File: src/rtl/regfile_sb_if.sv
// Register-file bus: decode-side read/issue ports and writeback port.
// The master modport is the pipeline side, the slave modport is the register file.
interface regfile_sb_if #(
   parameter int DW = 32,
   parameter int AW = 5
);
   logic [AW-1:0] rna;
   logic [AW-1:0] rnb;
   logic [DW-1:0] qa;
   logic [DW-1:0] qb;
   logic          busya;
   logic          busyb;
   logic          we;
   logic [AW-1:0] wn;
   logic [DW-1:0] d;
   logic          iss;
   logic [AW-1:0] isn;
   logic [AW:0]   pend_cnt;
   logic          init_done;

   modport master (
      output rna, rnb, we, wn, d, iss, isn,
      input  qa, qb, busya, busyb, pend_cnt, init_done
   );

   modport slave (
      input  rna, rnb, we, wn, d, iss, isn,
      output qa, qb, busya, busyb, pend_cnt, init_done
   );
endinterface

File: src/rtl/regfile_sb.sv
// Two-read-port register file with write-to-read bypass, optional hardwired
// zero register and a pending-write scoreboard. Storage carries no reset; a
// sweep state machine zeroes every entry after clr so it can map onto RAM.
module regfile_sb #(
   parameter int DW       = 32,
   parameter int AW       = 5,
   parameter bit ZERO_REG = 1'b1,
   parameter bit BYPASS   = 1'b1
) (
   input logic         clk,
   input logic         clr,
   regfile_sb_if.slave bus
);
   localparam int DEPTH = 2**AW;

   typedef enum logic {INIT, RUN} state_t;

   state_t           state;
   state_t           statenext;
   logic [AW-1:0]    sweep;
   logic [DW-1:0]    mem [DEPTH];
   logic [DEPTH-1:0] pend;
   logic [DEPTH-1:0] pendnext;
   logic [AW:0]      pendcnt;
   logic             running;
   logic             wrclr;
   logic             wrmem;
   logic             issset;
   logic             issrise;
   logic             wrfall;
   logic             hita;
   logic             hitb;

   // State register; clr always restarts the zeroing sweep.
   always_ff @(posedge clk) begin
      if (clr) state <= INIT;
      else     state <= statenext;
   end

   // Sweep pointer walks every entry once while in INIT.
   always_ff @(posedge clk) begin
      if (clr)                sweep <= '0;
      else if (state == INIT) sweep <= sweep + AW'(1);
   end

   // Leave INIT right after the last entry has been zeroed.
   always_comb begin
      statenext = state;
      running   = 1'b0;
      case (state)
         INIT:    if (&sweep) statenext = RUN;
         RUN:     running = 1'b1;
         default: statenext = INIT;
      endcase
   end

   assign bus.init_done = running;

   // Qualify writeback and issue, and work out the next scoreboard and its count delta.
   always_comb begin
      wrclr    = running & bus.we;
      wrmem    = wrclr & ~(ZERO_REG & (bus.wn == '0));
      issset   = running & bus.iss & ~(ZERO_REG & (bus.isn == '0));
      issrise  = issset & ~pend[bus.isn];
      wrfall   = wrclr & pend[bus.wn] & ~(issset & (bus.isn == bus.wn));
      pendnext = pend;
      if (wrclr)  pendnext[bus.wn]  = 1'b0;
      if (issset) pendnext[bus.isn] = 1'b1;
   end

   // Storage has no reset of its own: the sweep zeroes it, then writeback fills it.
   always_ff @(posedge clk) begin
      if (!clr) begin
         if (state == INIT) mem[sweep]  <= '0;
         else if (wrmem)    mem[bus.wn] <= bus.d;
      end
   end

   // Scoreboard bits plus a running count that only moves on real bit transitions.
   always_ff @(posedge clk) begin
      if (clr) begin
         pend    <= '0;
         pendcnt <= '0;
      end else begin
         pend    <= pendnext;
         pendcnt <= pendcnt + (AW+1)'(issrise) - (AW+1)'(wrfall);
      end
   end

   assign bus.pend_cnt = pendcnt;

   // Combinational read ports: zero register first, then bypass, then storage.
   always_comb begin
      hita      = BYPASS & wrclr & (bus.wn == bus.rna);
      hitb      = BYPASS & wrclr & (bus.wn == bus.rnb);
      bus.qa    = '0;
      bus.qb    = '0;
      bus.busya = 1'b0;
      bus.busyb = 1'b0;
      if (running && !(ZERO_REG && (bus.rna == '0))) begin
         bus.qa    = hita ? bus.d : mem[bus.rna];
         bus.busya = pend[bus.rna] & ~hita;
      end
      if (running && !(ZERO_REG && (bus.rnb == '0))) begin
         bus.qb    = hitb ? bus.d : mem[bus.rnb];
         bus.busyb = pend[bus.rnb] & ~hitb;
      end
   end
endmodule

File: src/flat_wrapper.sv
// flat-port wrapper written by rule: the top's interface ports become plain ports
module regfile_sb_flat 
#(
   parameter int DW       = 32,
   parameter int AW       = 5,
   parameter bit ZERO_REG = 1'b1,
   parameter bit BYPASS   = 1'b1
)
  (clk, clr, bus_rna, bus_rnb, bus_we, bus_wn, bus_d, bus_iss, bus_isn, bus_qa, bus_qb, bus_busya, bus_busyb, bus_pend_cnt, bus_init_done);
  regfile_sb_if #(.DW(DW), .AW(AW)) bus_i ();
  input logic clk;
  input logic clr;
  input wire logic [$bits(bus_i.rna)-1:0] bus_rna;
  input wire logic [$bits(bus_i.rnb)-1:0] bus_rnb;
  input wire logic [$bits(bus_i.we)-1:0] bus_we;
  input wire logic [$bits(bus_i.wn)-1:0] bus_wn;
  input wire logic [$bits(bus_i.d)-1:0] bus_d;
  input wire logic [$bits(bus_i.iss)-1:0] bus_iss;
  input wire logic [$bits(bus_i.isn)-1:0] bus_isn;
  output wire logic [$bits(bus_i.qa)-1:0] bus_qa;
  output wire logic [$bits(bus_i.qb)-1:0] bus_qb;
  output wire logic [$bits(bus_i.busya)-1:0] bus_busya;
  output wire logic [$bits(bus_i.busyb)-1:0] bus_busyb;
  output wire logic [$bits(bus_i.pend_cnt)-1:0] bus_pend_cnt;
  output wire logic [$bits(bus_i.init_done)-1:0] bus_init_done;
  assign bus_i.rna = bus_rna;
  assign bus_i.rnb = bus_rnb;
  assign bus_i.we = bus_we;
  assign bus_i.wn = bus_wn;
  assign bus_i.d = bus_d;
  assign bus_i.iss = bus_iss;
  assign bus_i.isn = bus_isn;
  assign bus_qa = bus_i.qa;
  assign bus_qb = bus_i.qb;
  assign bus_busya = bus_i.busya;
  assign bus_busyb = bus_i.busyb;
  assign bus_pend_cnt = bus_i.pend_cnt;
  assign bus_init_done = bus_i.init_done;
  regfile_sb #(.DW(DW), .AW(AW), .ZERO_REG(ZERO_REG), .BYPASS(BYPASS)) u_core (.clk(clk), .clr(clr), .bus(bus_i));
endmodule
File: config.mk
export PLATFORM = sky130hd
export DESIGN_NAME = regfile_sb_flat
export DESIGN_NICKNAME = d
export VERILOG_FILES = /design/src/rtl/regfile_sb_if.sv /design/src/rtl/regfile_sb.sv /design/src/flat_wrapper.sv
export SDC_FILE = /design/constraint.sdc
export NUM_CORES = 1
export LEC_CHECK = 0
export CAP_MARGIN = 20
export CORE_ASPECT_RATIO = 1.2
export CORE_MARGIN = 3
export CORE_UTILIZATION = 40
export DETAILED_ROUTE_END_ITERATION = 10
export MAX_ROUTING_LAYER = met4
export PLACE_DENSITY = 0.64
export SETUP_SLACK_MARGIN = 0.4
export SLEW_MARGIN = 5
export SYNTH_ARGS = -nofsm -noshare
export SYNTH_HDL_FRONTEND = slang
export SYNTH_SLANG_ARGS = --single-unit
File: constraint.sdc
create_clock -name clk -period 4.65 [get_ports clk]
set_input_delay 0.6975 -clock clk [delete_from_list [all_inputs] [get_ports clk]]
set_output_delay 0.6975 -clock clk [all_outputs]
set_load 0.02 [all_outputs]
==> metrics.txt, run 1 <==
status complete, no violations; Post-Syn Nets 3,232; GPL Wtd Cong 0.838; fin crit period 4.21 ns; Pwr per Cell Area approximately 340 mW/mm²; crit path buf inv count 4; DR vias/cell ~6.5; setup tns final 0 ns; Power, Total 20.9 mW; Area Overhead vs Synth 16.8%; Synth Instances approximately 3,200; Multi-input gate area 0.0194 mm²; met3 Use GR ~4.4%; CTS Root Cell clkbuf_16; First-pass DRT Iterations 6; FF+latch area 0.0316 mm²; crit-path cells clkdlybuf4s50_1, xor2_1, nor3_1, buf_4, nand3_1, nor2b_4, buf_4, a211o_1, clkdlybuf4s50_1; global-route met1 utilization between 30% and 40%; die span in y 401 µm; Static Leak about 20 nW; GRT overflow 0; Worst path slowest cell clkdlybuf4s50_1; Post-CTS Hold Buffers 0; CTS tree yes; Crit path max-delay family buffers and inverters; crit end category output port; EDFF count, synth 1,024; yosys warns 0; Final WS setup 0.437 ns; pre-CTS setup slack roughly 0.15 ns; dpl hpwl roughly 100 mm; Ports roughly 130; Pins Over Slew Limit 0; # rows 144; max-cap violation count 0; ys flop type edfxtp_1; Die X around 340 µm; first-pass GRT wire length 244 mm; Core Box Area 0.129 mm²; htree depth 3; Min-Delay Path Class reg -> reg; largest net degree at the start of global routing between 60 and 70; max incr delay on CP about 0.63 ns; actual slew at the worst max-slew pin 1.08 ns; post-synthesis sequential area ratio a little over 60%; share of cells above drive strength 1 approximately a quarter; met2 global-route usage 41.5%; Synth async-reset ratio 0%; crit start category input port; most frequent cells in the layout 1,024 x edfxtp_1, 392 x mux4_2, 357 x mux2i_1; #FFs+latches synth 1,068; First DRT Iteration DRCs between 3,000 and 4,000; Fin. Hold Viols 0; Clock Path Buffers 3; Critical Setup Path Class in -> out; commonest non-fill, non-tap cell in the layout edfxtp_1; syn avg cell area 16.5 µm²; Crit path required time just under 4 ns; unrepaired setup endpoints after global routing false; slew margin rel. between 20 and 30%; Finish-stage setup viols 0; Max VDD drop between 0.3 and 0.4 mV; Data arrival, critical path 3.52 ns; drt drc 0; Netlist cell types 56; Global Route Usage Sum 25.8%; layout net count 3,450; crit path max fanout 12; # fillers between 10,000 and 15,000; clk sinks about 1,100; post-route ant nets 0; number of buffers created by CTS about 110; number of port buffers 128; vias in the first global route roughly 34,000; worst-skew pair later-pin latency 0.74 ns; Die ar. 0.135 mm²; WL per Instance ~33 µm; Post-Route Skew 0.0265 ns; Clock transition at path regs around 0.060 ns; antenna violations before repair 8; Initial Utilization about two fifths; busiest layer in global routing met2; DRT Wirelength between 150 and 200 mm; upper clock frequency limit roughly 240 MHz; ratio of final minimum period to clock period 90.6%; synthesized cell area roughly 0.052 mm²; total number of vias 33,785
cell type report:
| class | instances | share of cell area, % |
|---|---|---|
| flip-flops and latches | 1068 | 51.9 |
| multi-input cells | 1815 | 31.9 |
| repair buffers | 373 | 6.68 |
| clock buffers | 123 | 4.53 |
| well taps | 1679 | 3.45 |
| clock inverters | 77 | 1.32 |
| inverters | 20 | 0.138 |
| diodes | 6 | 0.0247 |
stage by stage:
step / hold WS (ns) / utilization, % / instance area (µm²) / std cells
floorplan: 0.476 / - / 52100 / 3167
CTS: 0.530 / 47.1 / 60800 / 5148
finish: 0.532 / 47.2 / 60900 / 5161
global placement: 0.519 / 44.3 / 57200 / 4946
global route: 0.553 / 47.2 / 60900 / 5159
detailed placement: 0.526 / 44.3 / 57200 / 4946
registers in the layout, indices dropped and copies added, names as in the netlist:
| signal | count |
|---|---|
| u_core.mem | 1024 |
| u_core.bus.pend_cnt | 6 |
| u_core.state | 1 |
| u_core.pend | 32 |
| u_core.sweep | 5 |
Yosys cell counts, types with 14 or more instances:
master    number  area (µm²)
edfxtp_1    1024       30700
mux4_2       392        8830
mux2i_1      357        3570
nand2_1      211         792
clkbuf_1     137         514
a221oi_1     125        1090
o21ai_0       99         495
nor2_1        89         334
nand3_1       72         360
a22oi_1       63         473
buf_2         57         285
a21oi_1       44         220
dfxtp_1       44         881
and2_1        34         213
a21o_1        33         248
and4_1        33         289
a21boi_0      32         240
a211o_1       30         263
a221o_1       30         300
a32o_1        30         300
buf_4         30         225
o22ai_1       30         188
buf_6         23         259
buf_1         16        60.1
inv_1         14        52.6
xor2_1        14         123
where the power goes:
| part | internal (mW) | leakage, nW | switching [mW] | total, mW |
|---|---|---|---|---|
| logic | 0.677 | 9.33 | 0.938 | 1.62 |
| clock network | 5.01 | 1.73 | 3.84 | 8.84 |
| registers | 10.5 | 8.69 | 0.0290 | 10.5 |
| total | 16.1 | 19.7 | 4.80 | 20.9 |
cell families after synthesis:
family / share of synthesized area (%)
DFF: 60.7
muxes: 23.9
AOI/OAI and AO/OA: 7.64
buffers and inverters: 2.74
and+or+nand+nor: 4.52
adders and majority gates: 0.230
xor gates and xnor gates: 0.336
worst paths after layout:
path                                      from  slack [ns]  depth (start not counted)                 end
worst max-delay path                 bus_wn[2]        0.44                          9          bus_qa[19]
worst max register to register    u_core.state        1.42                          6  u_core.mem[12][14]
worst min register to register  u_core.pend[0]        0.53                          1      u_core.pend[0]
worst min-delay path            u_core.pend[0]        0.53                          1      u_core.pend[0]
per-layer routing:
metal  vias to the layer above  wire length, µm
li1                      13668                -
met3                       399            15300
met5                         -                0
met4                         0             6990
met1                     17818            64000
met2                      1900            83900
worst register-to-register path, stage by stage (launching register included):
cell      delay [ns]
dfxtp_1         0.53
nand2_1         0.23
a211oi_4        0.53
buf_4           0.28
buf_4           0.18
buf_12          0.20
and2_1          0.93
repair_timing:
| action | 4_1_cts | 5_1_grt |
|---|---|---|
| buffers inserted | 2 | 1 |
| gates resized for setup | 9 | 14 |
| pin swaps | 1 | 1 |
| endpoints found under the setup margin | 49 | 31 |
| cloned | 0 | 0 |
(Power assumes the default switching activity.)
==> inputs of run 2 (changes only) <==
--- a/config.mk
+++ b/config.mk
@@ -13,3 +13,3 @@
 export MAX_ROUTING_LAYER = met4
-export PLACE_DENSITY = 0.64
+export PLACE_DENSITY = 0.66
 export SETUP_SLACK_MARGIN = 0.4
==> constraint.sdc (replaced) <==
create_clock -name clk -period 3.84 [get_ports clk]
set_input_delay 0.576 -clock clk [delete_from_list [all_inputs] [get_ports clk]]
set_output_delay 0.576 -clock clk [all_outputs]
set_load 0.005 [all_outputs]
==> metrics.txt, run 2 (synthesis gave the netlist of run 1 again) <==
first-pass GRT wire length between 200 and 250 mm; Crit path required time about 3.3 ns; Biggest register u_core.mem; Ports around 130; Hold Path Sink u_core.sweep[0]; total number of vias between 30,000 and 40,000; post-route ant nets 0; number of port buffers ~130; actual slew at the worst max-slew pin roughly 1.0 ns; Static Leak 21.5 nW; Core Box Area approximately 0.13 mm²; CTS Root Cell clkbuf_16; Die ar. roughly 0.13 mm²; CTS tree yes; commonest non-fill, non-tap cell in the layout edfxtp_1; worst hold slack about 0.23 ns; Net Switching 5.88 mW; R2R Path End u_core.bus.pend_cnt[5]; antenna violations before repair 9; crit start category input port; Post-CTS Hold Buffers 0; slew margin rel. between 30% and 40%; Int Power between 15 and 20 mW; crit end category output port; upper clock frequency limit 278 MHz; Fin. Hold Viols 0; Clock Path Buffers 3; Hold Startpoint clr; First DRT Iteration DRCs ~4,700; Final WS setup roughly 0.24 ns; Finish-stage setup viols 0; Worst path slowest cell mux4_2; status complete, no violations; R2R Path Start u_core.pend[11]; crit-path cells bufbuf_16, bufbuf_16, mux4_2, mux2i_1, o22ai_1, buf_4, a32o_1, a21o_1, clkdlybuf4s50_1; Clock transition at path regs 0.07 ns; GPL Wtd Cong between 0.9 and 1; htree depth 3; Pins Over Slew Limit 0; crit path buf inv count 4; max incr delay on CP 0.53 ns; vias in the first global route 34,794; layout net count between 3,000 and 4,000; switching share of power between 20% and 30%; Clock power frac about two fifths; share of cells above drive strength 1 between 30% and 40%; Data arrival, critical path between 3 and 4 ns; fin crit period around 3.6 ns; die span in y about 400 µm; final core utilization 49.5%; crit path max fanout 14; unrepaired setup endpoints after global routing true; Area Overhead vs Synth 22.4%; GRT overflow 0; cells on worst reg2reg path 13; First-pass DRT Iterations 8; # rows around 140; clk sinks about 1,100; Gate power share 8.8%; Global Route Usage Sum between 20% and 30%; DR vias/cell between 6 and 7; Max VDD drop between 0.3 and 0.4 mV; Pwr per Cell Area 395 mW/mm²; Initial Utilization roughly two fifths; largest net degree at the start of global routing 46; number of buffers created by CTS between 100 and 150; Min-Delay Path Depth 2; Min-Delay Path Class in -> reg; most frequent cells in the layout 1,024 x edfxtp_1, 392 x mux4_2, 349 x mux2i_1; DP Area just under 0.06 mm²; Crit path top cell by count bufbuf_16; ratio of final minimum period to clock period a little over nine tenths; pre-CTS setup slack -0.201 ns; DP Cell Count roughly 5,000; cell area after layout between 0.06 and 0.07 mm²; max FFs per register 1,024; Post-Route Skew between 0.05 and 0.06 ns; drt drc 0; final std cells w/o fill around 5,400; Critical Setup Path Class in -> out; Sequential Power Share 50.3%; reg2reg setup slack between 0.7 and 0.8 ns; DRT Wirelength 174 mm; worst-skew pair later-pin latency between 0.7 and 0.8 ns; setup tns final 0 ns; WL per Instance between 30 and 40 µm; Power, Total around 25 mW; dpl hpwl approximately 110 mm; Die X between 300 and 400 µm; Crit path max-delay family buffers and inverters; max-cap violation count 0
## run 2: changes by cell type in the layout (fill, tap and decap cells not counted), moves of 9 or more
cell | previous run | this run
bufbuf_16 | 0 | 11
dlygate4sd2_1 | 3 | 36
buf_16 | 0 | 12
buf_6 | 1 | 20
buf_4 | 179 | 296
clkinv_1 | 26 | 17
buf_12 | 75 | 131
clkdlybuf4s50_1 | 100 | 54
## run 2: cell type report
cell class              count  area, µm²
diodes                      5       12.5
well taps                1679       2100
inverters                  20       85.1
fillers                 10607      65200
clock buffers             123       2700
flip-flops and latches   1068      31600
clock inverters            71        724
repair buffers            595       6960
multi-input cells        1815      19600
## run 2: worst register-to-register path, stage by stage (launching register included)
cell and delay, ns:
dfxtp_1 0.37, mux4_2 0.50, inv_1 0.07, o22ai_1 0.06
a221oi_1 0.23, a31oi_1 0.19, ha_1 0.24, inv_1 0.07
ha_1 0.22, a21o_1 0.18, a21oi_1 0.21, o21bai_1 0.09
a21oi_1 0.16, mux2_2 0.34
## run 2: per-layer routing
metal | share of wire [%] | routed length (µm) | global-route usage (%)
met3 | 10 | 17700 | 4.53
met4 | 4.6 | 8070 | 11.1
met5 | 0 | 0 | -
met2 | 48 | 84000 | 41.3
met1 | 37 | 64400 | 33.7
## run 2: timing repair
item | in CTS | in global routing
buffers inserted | 40 | 18
pin swaps | 33 | 10
endpoints found under the setup margin | 66 | 40
gates cloned | 13 | 2
gates resized for setup | 180 | 41
## run 2: worst max-delay path by stage
stage	startpoint	endpoint	slack (ns)	cells after the start
after CTS	u_core.mem[5][21]	bus_qb[21]	0.25	7
after global placement	bus_wn[0]	bus_qa[25]	-0.22	11
after detailed placement	bus_wn[0]	bus_qa[25]	-0.20	11
after global routing	bus_rnb[0]	bus_qb[21]	0.19	9
final	bus_rnb[0]	bus_qb[1]	0.24	9
after floorplan	bus_wn[0]	u_core.mem[20][0]	0.19	7
## run 2: power groups by stage
stage | combinational, mW | sequential (mW) | clock [mW]
after global routing | 2.33 | 12.7 | 10.9
after detailed placement | 2.05 | 12.9 | 0
after CTS | 2.18 | 12.7 | 10.4
after global placement | 2.04 | 12.9 | 0
after floorplan | 1.22 | 12.9 | 0
final | 2.23 | 12.7 | 10.3
